===== src/rtl/seg_scan_driver_pkg.sv =====
// Shared display definitions: segment encodings (gfedcba, active-high) and
// default scan timing, used by the scan driver and by the pattern producers.
package seg_scan_driver_pkg;

    localparam int DEFAULT_REFRESH_DIV = 100000;
    localparam int DEFAULT_DEAD_CYCLES = 1000;

    typedef enum logic {
        PH_BLANK = 1'b0,
        PH_SHOW  = 1'b1
    } phase_e;

    localparam logic [6:0] SEG_0 = 7'h3F;
    localparam logic [6:0] SEG_1 = 7'h06;
    localparam logic [6:0] SEG_2 = 7'h5B;
    localparam logic [6:0] SEG_3 = 7'h4F;
    localparam logic [6:0] SEG_4 = 7'h66;
    localparam logic [6:0] SEG_5 = 7'h6D;
    localparam logic [6:0] SEG_6 = 7'h7D;
    localparam logic [6:0] SEG_7 = 7'h07;
    localparam logic [6:0] SEG_8 = 7'h7F;
    localparam logic [6:0] SEG_9 = 7'h6F;
    localparam logic [6:0] SEG_HEX_A = 7'h77;
    localparam logic [6:0] SEG_HEX_B = 7'h7C;
    localparam logic [6:0] SEG_HEX_C = 7'h39;
    localparam logic [6:0] SEG_HEX_D = 7'h5E;
    localparam logic [6:0] SEG_HEX_E = 7'h79;
    localparam logic [6:0] SEG_HEX_F = 7'h71;

    // Letters; several share a glyph with a hex digit.
    localparam logic [6:0] SEG_S = 7'h6D;
    localparam logic [6:0] SEG_T = 7'h78;
    localparam logic [6:0] SEG_G = 7'h3D;
    localparam logic [6:0] SEG_U = 7'h3E;
    localparam logic [6:0] SEG_P = 7'h73;
    localparam logic [6:0] SEG_L = 7'h38;
    localparam logic [6:0] SEG_N = 7'h54;
    localparam logic [6:0] SEG_R = 7'h50;
    localparam logic [6:0] SEG_A = 7'h77;
    localparam logic [6:0] SEG_C = 7'h39;
    localparam logic [6:0] SEG_E = 7'h79;

    // Digit k of a packed 8-digit pattern lives at bits [7k+6:7k].
    function automatic logic [6:0] digit_pattern(input logic [55:0] pat,
                                                 input logic [2:0]  idx);
        return pat[{3'b000, idx} * 6'd7 +: 7];
    endfunction

endpackage


===== src/rtl/seg_scan_driver_if.sv =====
// Display bus between a pattern producer (master) and the scan driver (slave).
interface seg_scan_driver_if;
    import seg_scan_driver_pkg::*;

    // No handshake: the driver samples C_In/AN_In only in the cycle that
    // starts a frame and reports that sample with a one-cycle frame_tick.
    logic [55:0] C_In;
    logic [7:0]  AN_In;
    logic [7:0]  AN_Out;
    logic [6:0]  C_Out;
    logic        frame_tick;
    phase_e      phase;

    modport master (
        output C_In, AN_In,
        input  AN_Out, C_Out, frame_tick, phase
    );

    modport slave (
        input  C_In, AN_In,
        output AN_Out, C_Out, frame_tick, phase
    );

endinterface


===== src/rtl/seg_scan_driver.sv =====
// Time-multiplexed 8-digit seven-segment driver with per-slot blanking and
// a frame-wide snapshot of the pattern/enable inputs.
module seg_scan_driver
    import seg_scan_driver_pkg::*;
#(
    parameter int REFRESH_DIV = DEFAULT_REFRESH_DIV,
    parameter int DEAD_CYCLES = DEFAULT_DEAD_CYCLES
) (
    input logic              clk,
    input logic              rst,
    seg_scan_driver_if.slave bus
);

    localparam int CW = (REFRESH_DIV > 1) ? $clog2(REFRESH_DIV) : 1;
    localparam logic [CW-1:0] LAST_CNT = CW'(REFRESH_DIV - 1);

    logic          run_q;
    logic [2:0]    digit_q, digit_d;
    logic [CW-1:0] cnt_q, cnt_d;
    phase_e        state_q, state_d;
    logic [55:0]   pat_q;
    logic [7:0]    en_q;
    logic          load;
    logic [7:0]    an_d;
    logic [6:0]    c_d;

    // Position of the next cycle; run_q low means the first edge after reset
    // lands on digit 0, count 0 and takes the snapshot.
    always_comb begin
        cnt_d   = cnt_q;
        digit_d = digit_q;
        load    = 1'b0;
        if (!run_q) begin
            cnt_d   = '0;
            digit_d = '0;
            load    = 1'b1;
        end else if (cnt_q == LAST_CNT) begin
            cnt_d   = '0;
            digit_d = digit_q + 3'd1;
            load    = (digit_q == 3'd7);
        end else begin
            cnt_d = cnt_q + 1'b1;
        end
    end

    always_comb begin
        state_d = PH_BLANK;
        if (int'(cnt_d) >= DEAD_CYCLES) state_d = PH_SHOW;
    end

    always_ff @(posedge clk or posedge rst) begin
        if (rst) state_q <= PH_BLANK;
        else     state_q <= state_d;
    end

    // Outputs are computed from the next position so the registered drive
    // lines up with the cycle they belong to. A load always falls in BLANK,
    // so the current snapshot is the right one whenever a digit is lit.
    always_comb begin
        an_d = 8'hFF;
        c_d  = 7'h7F;
        if (state_d == PH_SHOW && en_q[digit_d]) begin
            an_d = ~(8'd1 << digit_d);
            c_d  = ~digit_pattern(pat_q, digit_d);
        end
    end

    always_ff @(posedge clk or posedge rst) begin
        if (rst) begin
            run_q          <= 1'b0;
            cnt_q          <= '0;
            digit_q        <= '0;
            pat_q          <= '0;
            en_q           <= '0;
            bus.AN_Out     <= 8'hFF;
            bus.C_Out      <= 7'h7F;
            bus.frame_tick <= 1'b0;
        end else begin
            run_q          <= 1'b1;
            cnt_q          <= cnt_d;
            digit_q        <= digit_d;
            if (load) begin
                pat_q <= bus.C_In;
                en_q  <= bus.AN_In;
            end
            bus.AN_Out     <= an_d;
            bus.C_Out      <= c_d;
            bus.frame_tick <= load;
        end
    end

    assign bus.phase = state_q;

    param_check: assert property (@(posedge clk)
        (DEAD_CYCLES >= 1) && (DEAD_CYCLES < REFRESH_DIV))
        else $error("seg_scan_driver: need 1 <= DEAD_CYCLES < REFRESH_DIV");

endmodule


===== src/flat_wrapper.sv =====
// flat-port wrapper written by rule: the top's interface ports become plain ports
module seg_scan_driver_flat import seg_scan_driver_pkg::*;
#(
    parameter int REFRESH_DIV = DEFAULT_REFRESH_DIV,
    parameter int DEAD_CYCLES = DEFAULT_DEAD_CYCLES
)
  (clk, rst, bus_C_In, bus_AN_In, bus_AN_Out, bus_C_Out, bus_frame_tick, bus_phase);
  seg_scan_driver_if bus_i ();
  input logic clk;
  input logic rst;
  input wire logic [$bits(bus_i.C_In)-1:0] bus_C_In;
  input wire logic [$bits(bus_i.AN_In)-1:0] bus_AN_In;
  output wire logic [$bits(bus_i.AN_Out)-1:0] bus_AN_Out;
  output wire logic [$bits(bus_i.C_Out)-1:0] bus_C_Out;
  output wire logic [$bits(bus_i.frame_tick)-1:0] bus_frame_tick;
  output wire logic [$bits(bus_i.phase)-1:0] bus_phase;
  assign bus_i.C_In = bus_C_In;
  assign bus_i.AN_In = bus_AN_In;
  assign bus_AN_Out = bus_i.AN_Out;
  assign bus_C_Out = bus_i.C_Out;
  assign bus_frame_tick = bus_i.frame_tick;
  assign bus_phase = bus_i.phase;
  seg_scan_driver #(.REFRESH_DIV(REFRESH_DIV), .DEAD_CYCLES(DEAD_CYCLES)) u_core (.clk(clk), .rst(rst), .bus(bus_i));
endmodule

===== config.mk =====
export PLATFORM = sky130hd
export DESIGN_NAME = seg_scan_driver_flat
export DESIGN_NICKNAME = d
export VERILOG_FILES = /design/src/rtl/seg_scan_driver_pkg.sv /design/src/rtl/seg_scan_driver_if.sv /design/src/rtl/seg_scan_driver.sv /design/src/flat_wrapper.sv
export SDC_FILE = /design/constraint.sdc
export NUM_CORES = 1
export LEC_CHECK = 0
export CAP_MARGIN = 40
export CORE_ASPECT_RATIO = 0.7
export CORE_MARGIN = 4
export CORE_UTILIZATION = 25
export DETAILED_ROUTE_END_ITERATION = 8
export GPL_ROUTABILITY_DRIVEN = 0
export GPL_TIMING_DRIVEN = 0
export PLACE_DENSITY_LB_ADDON = 0.15
export SETUP_SLACK_MARGIN = 0.5
export SYNTH_ARGS = -nofsm -noshare
export SYNTH_HDL_FRONTEND = slang
export SYNTH_SLANG_ARGS = --single-unit

===== constraint.sdc =====
create_clock -name clk -period 9.4 [get_ports clk]
set_input_delay 2.35 -clock clk [delete_from_list [all_inputs] [get_ports clk]]
set_output_delay 2.35 -clock clk [all_outputs]
set_load 0.005 [all_outputs]

# == Word-level counts from Yosys, hierarchy flattened ==
# Cells that the tools add are included.
# word_totals
ff_bits,102
in_bits,66
word_cells,32
# classes
addsub,2
n_mul,1
order_cmp,2
n_eq_ne,2
n_shift,2
muxes,11
bitwise,2
reduce_logical,1
# op_table
op,count
56-bit by 7-bit variable part select with 7-bit output,1
17-bit two-way mux,2
"17-bit by 1-bit adder with 17-bit output, second input constant",1
"17-bit equality test, second input constant",1
"17-bit by 10-bit >= comparator with 1-bit output, second input constant",1
8-bit two-way mux,1
8-bit NOT,1
"1-bit by 3-bit << shifter with 8-bit output, first input constant",1
7-bit two-way mux,1
7-bit NOT,1
"3-bit by 3-bit multiplier with 6-bit output, second input constant",1
3-bit two-way mux,2
"3-bit by 4-bit less-than comparator with 1-bit output, second input constant",1
1-bit two-way mux,4
"3-bit by 1-bit adder with 3-bit output, second input constant",1
1-bit binary-select mux with 3-bit select,1
"3-bit equality test, second input constant",1
1-bit logical AND,1

# == Logic depth before layout (Yosys ltp) ==
# Gate-level depths: netlist of the first run.
# logic_depth
ltp_word,7
ltp_mapped,9
mapped_depth_nobuf,8

# == Least setup slack after synthesis of the first run ==
# No wires, ideal clock.
# synth_timing
path_kind,reg-to-output
start,register u_core.bus.AN_Out[0]
end,output bus_AN_Out[0]
t_arrival_ps,501
slack_ps,6549
path_stages_with_launch,1
path_buffers,0
cell_sequence,dfstp_2
# synth_lines
item,line,source
start: declaration,seg_scan_driver_if.sv:21,"output AN_Out, C_Out, frame_tick, phase"
start signal: assignment,seg_scan_driver.sv:86,bus.AN_Out <= an_d;
end: declaration,flat_wrapper.sv:13,output wire logic [$bits(bus_i.AN_Out)-1:0] bus_AN_Out;
# No word-level cell between the ends.

# == Worst setup path after layout of the first run ==
# layout_timing
start,register u_core.bus.C_Out[4]
end,output bus_C_Out[4]
# layout_lines
item,line,source
start: declaration,seg_scan_driver_if.sv:21,
start signal: assignment,seg_scan_driver.sv:76,bus.C_Out <= 7'h7F;
start signal: assignment,seg_scan_driver.sv:87,bus.C_Out <= c_d;
end: declaration,flat_wrapper.sv:14,output wire logic [$bits(bus_i.C_Out)-1:0] bus_C_Out;
# No word-level cell between the ends.

==> run metrics, run 1 <==
Ports 83; number of buffers and inverters on the critical path 1; Setup WS post-layout 5.676 ns; commonest non-fill, non-tap cells in the layout 87 x dfrtp_1, 82 x clkdlybuf4s50_1, 44 x mux2_2; Antenna Violating Nets Remaining 0; commonest non-fill, non-tap cell in the layout dfrtp_1; crit end category primary output; leakage 2.461 nW; arrival time at the worst endpoint 1.37 ns; CP max stage cell dfstp_2; Clock Latency Late Sink 0.35 ns; Core Rows 42; total power 0.9537 mW; Reg clk slew, reported paths 0.08 ns; CP Class reg2out; post-CTS setup buffers 0; Top FF cell, synth dfrtp_1; largest net degree at the start of global routing 56; Worst Hold Class reg2reg; worst slew pin tran 0.6417 ns; Post-Place Cells 710; DR WL/cell 17.74 um; synthesized area per cell 12.46 sq um; Fill cells 1882; Initial Utilization 25.43%; core area 18870 sq um; vias in the first global route 3462; CP Max Fanout 1; post-layout minimum cycle time 3.724 ns; final WL 12.88 mm; die height 123.9 um; worst path cell trace clkdlybuf4s50_1; DR DRC count 0; Final Skew 0.01110 ns; pre-CTS WS 5.780 ns; Diodes inserted 0; Num CTS Buffers 9; Yosys Warn Count 0; TritonCTS clock tree yes; Net count, final 548; register area share after synthesis 53.59%; cell area after synthesis 4798 sq um; initial antenna violation count 0; number of synthesized register bits 102; cts repair resizes 0; Max Slew Vio Count 0; die width 173.6 um; vias per cell 4.617; startpoint types register; setup_tns 0 ns; final setup fails 0; Min Hold Slack 0.4839 ns; ys async rst share 100.0%; H-tree lvl count 3; Post-synth EDFFs 0; synth-to-layout area growth 30.30%; syn nets 454; # port buffers 82; die area 21510 sq um; layout cells sized above 1 23.55%; Fin. Hold Viols 0; Max-slew headroom 57.22%; Netlist cell types 59; Clock Root Buffer clkbuf_16; FMAX 268.5 MHz; CTS sink cnt 102; CP peak stage delay 0.53 ns; Multi-input gate area 2087 sq um; GRT Util Overall 12.22%; via count 3352; status finished clean; crit share post-route 39.62%; Initial DRC Count 189; hpwl dp 9.679 mm; drt pass-1 iters 4; final cell count without fillers 726; sequential cell area 2571 sq um; CP delay by family, top flip-flops; RSZ-0062 raised after global routing false; Mapped Cells 385; Max VDD drop 0.00008261 V; Max Cap Viol 0; first-pass GRT wire length 20.19 mm; Clock Tree Buf Depth 2; global route overflow 0; hold buffer count at CTS 0; PD cells 152.5 nW/um^2; critical path required time 7.05 ns
==> registers in the layout, summed over array words and instances (netlist names) <==
signal	flops
u_core.pat_q	56
u_core.cnt_q	17
u_core.bus.AN_Out	8
u_core.digit_q	3
u_core.bus.phase	1
u_core.bus.C_Out	7
u_core.bus.frame_tick	1
u_core.en_q	8
u_core.run_q	1
==> through the flow <==
stage	utilization, %	area [sq um]
finish	33.14	6252
detailed placement	31.55	5952
global placement	31.39	5922
CTS	33.14	6252
global route	33.14	6252
floorplan	-	4798
==> kinds of logic after synthesis <==
group	count (synthesis)	synth area share, %
xor gates and xnor gates	15	2.738
muxes	71	17.11
and+or+nand+nor	97	11.89
AOI/OAI and AO/OA	71	10.90
other	1	0.07815
DFF	102	53.59
buffers and inverters	25	2.920
adders and majority gates	3	0.7824
==> power breakdown <==
part | internal [mW] | switching (mW) | leakage (nW)
registers | 0.468 | 0.0168 | 1.22
logic | 0.0541 | 0.0391 | 1.09
clock network | 0.190 | 0.186 | 0.145
==> synthesized netlist by cell type (all sizes together), types with 2 or more instances <==
| cell type | instances | area [sq um] |
|---|---|---|
| dfrtp | 87 | 2177 |
| mux2 | 65 | 735.7 |
| nor2 | 22 | 82.58 |
| o21ai | 21 | 108.9 |
| a21oi | 16 | 80.08 |
| nor3 | 16 | 80.08 |
| dfstp | 15 | 394.1 |
| nand2 | 14 | 55.06 |
| o22ai | 14 | 125.1 |
| buf | 13 | 95.09 |
| xnor2 | 10 | 87.58 |
| nand3 | 8 | 45.04 |
| nand3b | 8 | 60.06 |
| o211ai | 7 | 62.56 |
| clkbuf | 6 | 22.52 |
| inv | 6 | 22.52 |
| mux2i | 6 | 85.08 |
| and4 | 5 | 46.30 |
| xor2 | 5 | 43.79 |
| nand4 | 4 | 40.04 |
| or3 | 4 | 25.02 |
| a211oi | 3 | 27.52 |
| and2 | 3 | 18.77 |
| and3 | 3 | 20.02 |
| ha | 3 | 37.54 |
| nor2b | 3 | 18.77 |
| and4bb | 2 | 25.02 |
| nor4b | 2 | 32.53 |
| o21bai | 2 | 15.01 |
==> layer usage <==
layer / GRT usage, % / up-vias / wire [um]
met5: 0 / - / 0
met4: 2.669 / 0 / 107
met3: 2.427 / 10 / 451
met2: 17.84 / 58 / 5442
met1: 18.70 / 1693 / 6876
li1: - / 1591 / -
==> worst paths after layout <==
kind	startpoint	end	slack, ns	cells after the start
hold reg to reg	u_core.pat_q[18]	u_core.pat_q[18]	0.48	1
setup reg to reg	u_core.cnt_q[0]	u_core.bus.C_Out[5]	6.74	9
hold / removal	u_core.pat_q[18]	u_core.pat_q[18]	0.48	1
min in group asynchronous	rst	u_core.cnt_q[12]	2.44	2
max in group asynchronous	rst	u_core.bus.C_Out[2]	6.19	3
setup / recovery	u_core.bus.C_Out[4]	bus_C_Out[4]	5.68	1
==> cell type report <==
class,count,area share [%]
Sequential cell,102,41.12
Clock inverter,7,1.201
Clock buffer,9,3.602
Buffer,19,1.881
Inverter,6,0.4002
Multi-Input combinational cell,258,33.38
Timing Repair Buffer,83,13.57
Tap cell,242,4.843
No activity file was read; power rests on OpenSTA's default activity.
==> run 2, diff against run 1 <==
Clock period 9.4 ns to 3.8 ns, I/O delays scaled along.
==> run 2 against run 1 <==
Compared with the run above: count of clock-buffer cells in the layout unchanged; critical path type is now reg2reg; highest routed layer unchanged; core utilization up 0.25 points; combinational power is 150% higher.
==> run metrics, run 2 (synthesis gave the netlist of run 1 again) <==
pre-CTS WS 1.088 ns (-4.693 ns); vias per cell 4.538 (-1.7%); Core Rows 42 (unchanged); CP max stage cell clkbuf_1; arrival time at the worst endpoint 2.96 ns (+1.59 ns); Max Slew Vio Count 0 (unchanged); Clock Latency Late Sink 0.35 ns (about the same); max reg flops 56 (unchanged); largest registers u_core.pat_q (56), u_core.cnt_q (17); CP Max Fanout 10 (+9); Initial DRC Count 212 (+12%); Final Skew 0.01515 ns (+0.004046 ns); Clock Tree Buf Depth 2 (unchanged); Net count, final 550 (+0.36%); crit end category register; PD cells 381.1 nW/um^2 (+150%); initial antenna violation count 0 (unchanged); CP peak stage delay 0.46 ns (-0.07 ns); Fill cells 1890 (+0.43%); Antenna Violating Nets Remaining 0 (unchanged); TritonCTS clock tree yes; largest register by flop count u_core.pat_q; CTS sink cnt 102 (unchanged); post-layout minimum cycle time 2.720 ns; cts repair resizes 0 (unchanged); hold buffer count at CTS 0 (unchanged); drt pass-1 iters 4 (unchanged); total power 2.400 mW (+150%); GRT Util Overall 12.30% (+0.071 points); worst slew pin tran 0.5981 ns (-0.04360 ns); Clock Root Buffer clkbuf_16; FMAX 367.6 MHz; die width 173.6 um (unchanged); CP Class reg2reg; final WL 12.83 mm (-0.34%); Diodes inserted 0 (unchanged); DR DRC count 0 (unchanged); hpwl dp 9.912 mm (+2.4%); Num CTS Buffers 9 (unchanged); Initial Utilization 25.43% (unchanged); DR WL/cell 17.63 um (-0.62%); setup_tns 0 ns (unchanged); status finished clean; die area 21510 sq um (unchanged); critical path required time 4.04 ns (-3.01 ns); vias in the first global route 3550 (+2.5%); Setup WS post-layout 1.080 ns (-4.596 ns); via count 3304 (-1.4%); synth-to-layout area growth 31.26%; Reg clk slew, reported paths 0.08 ns (about the same); Fin. Hold Viols 0 (unchanged); RSZ-0062 raised after global routing false; global route overflow 0 (unchanged); post-CTS setup buffers 0 (unchanged); layout cells sized above 1 23.87% (+0.31 points); leakage 2.482 nW (+0.85%); commonest non-fill, non-tap cell in the layout dfrtp_1; Max Cap Viol 0 (unchanged); worst path cell trace ha_1, and4_2, nand4_4, mux2_2, clkbuf_1, o21ai_0, nor3_1, o211ai_1; Max VDD drop 0.0002094 V (+150%); commonest non-fill, non-tap cells in the layout 87 x dfrtp_1, 82 x clkdlybuf4s50_1, 44 x mux2_2; Ports 83 (unchanged); # port buffers 82 (unchanged); startpoint types register; final setup fails 0 (unchanged); crit share post-route 71.58%; H-tree lvl count 3 (unchanged); largest net degree at the start of global routing 37 (-34%); core area 18870 sq um (unchanged); Worst Hold Class reg2reg; die height 123.9 um (unchanged); Max-slew headroom 60.13% (+2.9 points); Final Util 33.39% (+0.25 points); first-pass GRT wire length 20.22 mm (+0.14%)
-- run 2: layer usage --
metal	GRT usage, %	wire, um	vias to the layer above
met5	0	0	-
met4	2.274	29	0
met3	3.095	635	2
met2	17.69	5577	75
met1	18.74	6591	1626
li1	-	-	1601
-- run 2: worst max-delay path: cells and delay by family, from the launching register on --
family	cells	cell delay (ns)
mux	1	0.41
buf+inv	1	0.46
flops	1	0.39
fa+ha+maj	1	0.24
compound gates	2	0.29
simple gates	3	0.81
-- run 2: stage by stage --
stage          cell area, sq um  instances  hold WS [ns]
3_3_place_gp               5926        709        0.4644
5_1_grt                    6299        728        0.5098
2_1_floorplan              4802        385        0.4525
6_report                   6299        728        0.4876
4_1_cts                    6299        728        0.4938
3_5_place_dp               5986        712        0.4751
-- run 2: worst paths after layout --
path,startpoint,end,slack [ns],depth (start not counted)
min in group asynchronous,rst,u_core.pat_q[11],0.90,2
hold reg to reg,u_core.pat_q[18],u_core.pat_q[18],0.49,1
max in group asynchronous,rst,u_core.bus.AN_Out[4],1.89,5
setup reg to reg,u_core.cnt_q[0],u_core.bus.C_Out[3],1.08,8
hold / removal,u_core.pat_q[18],u_core.pat_q[18],0.49,1
setup / recovery,u_core.cnt_q[0],u_core.bus.C_Out[3],1.08,8
-- run 2: report_power, final --
part           total (mW)  switching, mW  leakage, nW  internal [mW]
logic               0.233         0.0960         1.11          0.137
registers            1.20         0.0414         1.22           1.16
clock network       0.969          0.440        0.155          0.529
-- run 2: layout make-up --
cell class | count | area, sq um | area share (%)
plain buffers | 19 | 117.6 | 1.867
clock buffers | 9 | 225.2 | 3.576
clock inverters | 7 | 87.58 | 1.391
inverters | 6 | 26.28 | 0.4172
multi-input cells | 258 | 2087 | 33.13
flip-flops and latches | 102 | 2571 | 40.82
well taps | 242 | 302.8 | 4.807
repair buffers | 85 | 880.8 | 13.98
